$ cat src/rtl/muldiv_pkg.sv
// Shared types and constants for the RV32M multiply/divide unit.
package muldiv_pkg;
   localparam int MULDIV_DATA_WIDTH = 32;
   localparam int MULDIV_DIV_ITER   = MULDIV_DATA_WIDTH;

   typedef enum logic [2:0] {
      OP_MUL, OP_MULH, OP_MULHSU, OP_MULHU, OP_DIV, OP_DIVU, OP_REM, OP_REMU
   } muldiv_op_e;

   typedef enum logic [1:0] {S_IDLE, S_MUL, S_DIV, S_DONE} muldiv_state_e;
endpackage

$ cat src/rtl/div_core.sv
// Unsigned restoring divider: one quotient bit per step, MSB first.
module div_core #(
   parameter int WIDTH = 32
) (
   input  logic             clk,
   input  logic             rst_n,
   input  logic             load,
   input  logic             step,
   input  logic [WIDTH-1:0] dividend,
   input  logic [WIDTH-1:0] divisor,
   output logic [WIDTH-1:0] quotient,
   output logic [WIDTH-1:0] remainder
);
   logic [WIDTH-1:0] dvsr;
   logic [WIDTH:0]   trial;
   logic             fits;

   // partial remainder with the next dividend bit shifted in from the quotient register
   assign trial = {remainder, quotient[WIDTH-1]};
   assign fits  = trial >= {1'b0, dvsr};

   always_ff @(posedge clk) begin
      if (!rst_n) begin
         quotient  <= '0;
         remainder <= '0;
         dvsr      <= '0;
      end else if (load) begin
         quotient  <= dividend;
         remainder <= '0;
         dvsr      <= divisor;
      end else if (step) begin
         remainder <= fits ? WIDTH'(trial - {1'b0, dvsr}) : trial[WIDTH-1:0];
         quotient  <= {quotient[WIDTH-2:0], fits};
      end
   end
endmodule

$ cat src/rtl/muldiv_unit.sv
// Iterative RV32M multiply/divide unit: FSM, sign handling, fast paths and multiplier.
module muldiv_unit
   import muldiv_pkg::*;
#(
   parameter int DATA_WIDTH = MULDIV_DATA_WIDTH,
   parameter int DIV_ITER   = MULDIV_DIV_ITER
) (
   input  logic                  clk,
   input  logic                  rst_n,
   input  logic                  valid_i,
   input  muldiv_op_e            MulDivOp_i,
   input  logic [DATA_WIDTH-1:0] operand1_i,
   input  logic [DATA_WIDTH-1:0] operand2_i,
   input  logic                  flush_i,
   output logic                  ready_o,
   output logic                  busy_o,
   output logic                  valid_o,
   output logic [DATA_WIDTH-1:0] result_o
);
   localparam int W     = DATA_WIDTH;
   localparam int CNT_W = $clog2(DIV_ITER) + 1;
   localparam logic [CNT_W-1:0] LAST   = CNT_W'(DIV_ITER - 1);
   localparam logic [W-1:0]     MIN_S  = {1'b1, {(W-1){1'b0}}};
   localparam logic [W-1:0]     ALL1   = '1;

   muldiv_state_e    state;
   logic [CNT_W-1:0] cnt;
   muldiv_op_e       op_q;
   logic [W-1:0]     a_q, b_q;
   logic [2*W-1:0]   prod_q, prod_d;
   logic [W-1:0]     quo, rem, q_fix, r_fix, res_d;
   logic [W-1:0]     dividend_abs, divisor_abs;
   logic [W:0]       ext1, ext2;
   logic             accept, in_div, in_signed, in_fast, ovf_q;

   assign ready_o = (state == S_IDLE);
   assign busy_o  = (state == S_MUL) || (state == S_DIV);
   assign accept  = valid_i && ready_o && !flush_i;

   assign in_div       = MulDivOp_i >= OP_DIV;
   assign in_signed    = (MulDivOp_i == OP_DIV) || (MulDivOp_i == OP_REM);
   assign in_fast      = in_div && ((operand2_i == '0) ||
                         (in_signed && operand1_i == MIN_S && operand2_i == ALL1));
   assign dividend_abs = (in_signed && operand1_i[W-1]) ? -operand1_i : operand1_i;
   assign divisor_abs  = (in_signed && operand2_i[W-1]) ? -operand2_i : operand2_i;

   div_core #(.WIDTH(W)) u_div (
      .clk       (clk),
      .rst_n     (rst_n),
      .load      (accept),
      .step      (state == S_DIV),
      .dividend  (dividend_abs),
      .divisor   (divisor_abs),
      .quotient  (quo),
      .remainder (rem)
   );

   // The top two bits of the 66-bit product are never read, so only 64 are formed.
   assign ext1   = {(op_q == OP_MULH || op_q == OP_MULHSU) & a_q[W-1], a_q};
   assign ext2   = {(op_q == OP_MULH) & b_q[W-1], b_q};
   assign prod_d = $signed({{(W-1){ext1[W]}}, ext1}) * $signed({{(W-1){ext2[W]}}, ext2});

   assign ovf_q = (op_q == OP_DIV || op_q == OP_REM) && a_q == MIN_S && b_q == ALL1;
   assign q_fix = (op_q == OP_DIV && (a_q[W-1] ^ b_q[W-1])) ? -quo : quo;
   assign r_fix = (op_q == OP_REM && a_q[W-1]) ? -rem : rem;

   always_comb begin
      res_d = '0;
      case (op_q)
         OP_MUL:                       res_d = prod_q[W-1:0];
         OP_MULH, OP_MULHSU, OP_MULHU: res_d = prod_q[2*W-1:W];
         OP_DIV, OP_DIVU:              res_d = (b_q == '0) ? ALL1 : (ovf_q ? MIN_S : q_fix);
         OP_REM, OP_REMU:              res_d = (b_q == '0) ? a_q  : (ovf_q ? '0 : r_fix);
         default:                      res_d = '0;
      endcase
   end

   always_ff @(posedge clk) begin
      if (!rst_n) begin
         state    <= S_IDLE;
         cnt      <= '0;
         op_q     <= OP_MUL;
         a_q      <= '0;
         b_q      <= '0;
         prod_q   <= '0;
         valid_o  <= 1'b0;
         result_o <= '0;
      end else begin
         valid_o <= 1'b0;
         case (state)
            S_IDLE: if (accept) begin
               op_q  <= MulDivOp_i;
               a_q   <= operand1_i;
               b_q   <= operand2_i;
               cnt   <= '0;
               state <= !in_div ? S_MUL : (in_fast ? S_DONE : S_DIV);
            end
            S_MUL: begin
               prod_q <= prod_d;
               state  <= flush_i ? S_IDLE : S_DONE;
            end
            S_DIV: begin
               cnt <= cnt + 1'b1;
               if (flush_i)          state <= S_IDLE;
               else if (cnt == LAST) state <= S_DONE;
            end
            S_DONE: begin
               state <= S_IDLE;
               if (!flush_i) begin
                  valid_o  <= 1'b1;
                  result_o <= res_d;
               end
            end
            default: state <= S_IDLE;
         endcase
      end
   end
endmodule
$ cat config.mk
export PLATFORM = sky130hd
export DESIGN_NAME = muldiv_unit
export DESIGN_NICKNAME = d
export VERILOG_FILES = /design/src/rtl/muldiv_pkg.sv /design/src/rtl/div_core.sv /design/src/rtl/muldiv_unit.sv
export SDC_FILE = /design/constraint.sdc
export NUM_CORES = 2
export LEC_CHECK = 0
export ABC_AREA = 0
export CAP_MARGIN = 10
export CELL_PAD_IN_SITES_DETAIL_PLACEMENT = 1
export CELL_PAD_IN_SITES_GLOBAL_PLACEMENT = 2
export CORE_MARGIN = 3
export CORE_UTILIZATION = 44
export CTS_CLUSTER_DIAMETER = 30
export CTS_CLUSTER_SIZE = 8
export DETAILED_ROUTE_END_ITERATION = 8
export GPL_TIMING_DRIVEN = 0
export PLACE_DENSITY_LB_ADDON = 0.1
export SLEW_MARGIN = 5
export SYNTH_ARGS = -nofsm -noshare
export SYNTH_HDL_FRONTEND = slang
export SYNTH_HIERARCHICAL = 1
export SYNTH_SLANG_ARGS = --single-unit
$ cat constraint.sdc
create_clock -name clk -period 17.8 [get_ports clk]
set_input_delay 5.34 -clock clk [delete_from_list [all_inputs] [get_ports clk]]
set_output_delay 5.34 -clock clk [all_outputs]
set_load 0.01 [all_outputs]
==> run metrics <==
synth top area cells=fa_1, dfxtp_1, inv_1, nand2_1, ha_1; DRT Pass-1 Iters=6; drt total wl=239000 µm; Mean Syn Cell Area=8.50 µm²; final setup fails=0; asr flop ratio synth=0; port buffer count=101; Syn Std Cell Area=55100 µm²; Hold Path Sink=result_o[10]$_SDFFE_PN0P_; Crit path top cell by count=fa_1; HP Class=reg -> reg; register area share after synthesis=0.0973; Crit Path Category=reg -> reg; post-CTS sizing=0; worst hold stages=2; CTS tree=built; vias=47700; number of synthesized flops with an enable pin=0; final routed DRC violation total=0; clk buf depth=3; Clock Latency Late Sink=600 ps; run status=complete, no violations; Area Overhead vs Synth=9.06%; critical path peak fanout=10; CORE AREA=124000 µm²; crit path max-delay cell type=fa_1; Clock transition at path regs=50 ps; CTS HTree Levels=2; Yosys warning count=6; Nets=8103; Rel. slew slack=0.0333; RSZ-0062 raised after global routing=false; grt met3 use=0.0760; Synth Flop Type=dfxtp_1; WL/cell=28.7 µm; Peak Freq=0.0805 GHz; fin crit period=12420 ps; dpl hpwl=200000 µm; Syn Inst Count=6487; worst path required time=18340 ps; CTS buffer count=55; Worst-Margin Slew=1450 ps; leakage power=26.2 nW; Worst R2R End=prod_q[63]$_SDFFE_PN0N_; CP Capture Type=register; post-synthesis register bit count=268; hold_sp=result_o[10]$_SDFFE_PN0P_; crit path launch type=register; # IOs=106; first-pass GRT wire length=349000 µm; gr busiest metal=met2; root buffer cell=clkbuf_16; worst reg2reg startpoint=a_q[31]$_SDFFE_PN0P_; total power=4.97 mW; Filler Cells Inserted=14800; die height=360 µm; met2 usage in global routing=0.559; Worst EP arrival=12960 ps; Initial Utilization=0.444; GRT overflow=0; Yosys top cell area share=0.409; die area=130000 µm²; postcts setup bufs=0; fin cells=8352; multi-input logic area=43400 µm²; initial antenna violation count=23; clock sinks=268; Hold Vio Cnt, Final=0; GR Util met1=0.521; Register Area=5370 µm²; Reg2Reg Depth=29; DR iter-0 viols=4362; post-route setup TNS=0 ps; row count=129; Final Wtd Congestion=0.967; Critical Path Max Stage Delay=1170 ps; cell taking the most area after synthesis=fa_1; max-cap violations=0; Period Utilization, post-route=0.698; Hold-fix buffers, CTS=0; total placed cells including tap cells=8228; post-route ant nets=0; GRT Total Usage=0.370; Pins Over Slew Limit=0; die width=360 µm; vias in the first global route=50800; Util after Layout=0.484; clk_skew=32.3 ps; Worst VDD drop=0.140 mV; largest net degree at the start of global routing=25; Syn Nets=7939; synth unique cells=100; fraction of layout cells with a size suffix above 1=0.0305; Via density=5.71; PD cells=82.6 nW/µm²; design area=60100 µm²; placed instance area=58200 µm²; reg2reg setup slack=5380 ps
sequential cells by signal, summed over array words and instances (netlist names):
signal / cells
prod_q: 64
a_q: 32
b_q: 32
result_o: 32
u_div/dvsr: 32
u_div/quotient: 32
u_div/remainder: 32
cnt: 6
op_q: 3
state: 2
valid_o: 1
critical path, delay by kind of cell (launching register included):
family | cells | cell delay [ps]
compound gates | 6 | 1680
fa+ha+maj | 9 | 5520
buf+inv | 10 | 3450
flops | 1 | 360
simple gates | 4 | 1300
worst max-delay path by stage:
stage,start,endpoint,slack [ps],depth (start not counted)
floorplan,op_q[1]$_SDFFE_PN0P_,prod_q[62]$_SDFFE_PN0N_,9010,29
global placement,a_q[31]$_SDFFE_PN0P_,prod_q[63]$_SDFFE_PN0N_,4270,28
detailed placement,a_q[31]$_SDFFE_PN0P_,prod_q[63]$_SDFFE_PN0N_,5650,29
CTS,a_q[31]$_SDFFE_PN0P_,prod_q[63]$_SDFFE_PN0N_,5670,29
global route,a_q[31]$_SDFFE_PN0P_,prod_q[60]$_SDFFE_PN0N_,5290,29
finish,a_q[31]$_SDFFE_PN0P_,prod_q[63]$_SDFFE_PN0N_,5380,29
synthesized netlist by cell type (50+ instances only):
cell type  count
clkbuf_1     385
and2_1       361
mux2i_1      117
xnor2_1      106
nand2_1     1084
inv_1       1249
nor2_1       219
o21ai_0      187
fa_1        1126
a21oi_1      269
ha_1         255
dfxtp_1      268
nand3_1       50
xor2_1        88
metrics by stage:
| stage | hold slack (ps) | setup WS (ps) |
|---|---|---|
| finish | 453 | 5380 |
| global route | 477 | 5290 |
| CTS | 455 | 5670 |
| detailed placement | 448 | 5650 |
| global placement | 441 | 4270 |
| floorplan | 419 | 9010 |
power breakdown:
group	switching, mW	internal [mW]	leakage [nW]
sequential	0.141	0.689	2.18
combinational	2.11	1.01	23.2
clock	0.367	0.648	0.848
total	2.62	2.35	26.2
per-layer routing:
layer  part of all wire  vias up  wire length [µm]
li1                   -    20200                 -
met1               0.44    25200            104000
met2               0.44     1822            105000
met3              0.082      401             19700
met4              0.046        2             10900
met5           0.000054        -                13
cell usage in the layout, fill, tap and decap left out, drive strengths merged, types with 27 or more instances in the layout:
cell	instances
a211oi	36
a21o	31
a21oi	273
a31oi	41
and2	362
and3	27
buf	49
clkbuf	459
clkdlybuf4s50	101
dfxtp	268
fa	1126
ha	255
inv	1251
mux2i	117
nand2	1084
nand3	50
nand4	43
nor2	221
nor2b	49
nor3	49
nor4	42
o211ai	31
o21ai	198
o31ai	32
xnor2	106
xor2	88
area by class of cell:
| cell class | count | share of cell area |
|---|---|---|
| Antenna cell | 26 | 0.00108 |
| Buffer | 432 | 0.0286 |
| Clock buffer | 70 | 0.0250 |
| Clock inverter | 25 | 0.00452 |
| Inverter | 1251 | 0.0781 |
| Multi-Input combinational cell | 4536 | 0.721 |
| Sequential cell | 268 | 0.0892 |
| Tap cell | 1637 | 0.0341 |
| Timing Repair Buffer | 107 | 0.0181 |
cell families (layout without fill, tap and decap cells):
group	count (synthesis)	in the layout	share of synthesized area
other cells	0	26	0
xor+xnor	194	194	0.0308
compound gates	808	808	0.0935
buf+inv	1683	1885	0.116
fa+ha+maj	1381	1381	0.467
flops	268	268	0.0973
mux	124	124	0.0227
simple gates	2029	2029	0.173
(Power assumes the default switching activity.)
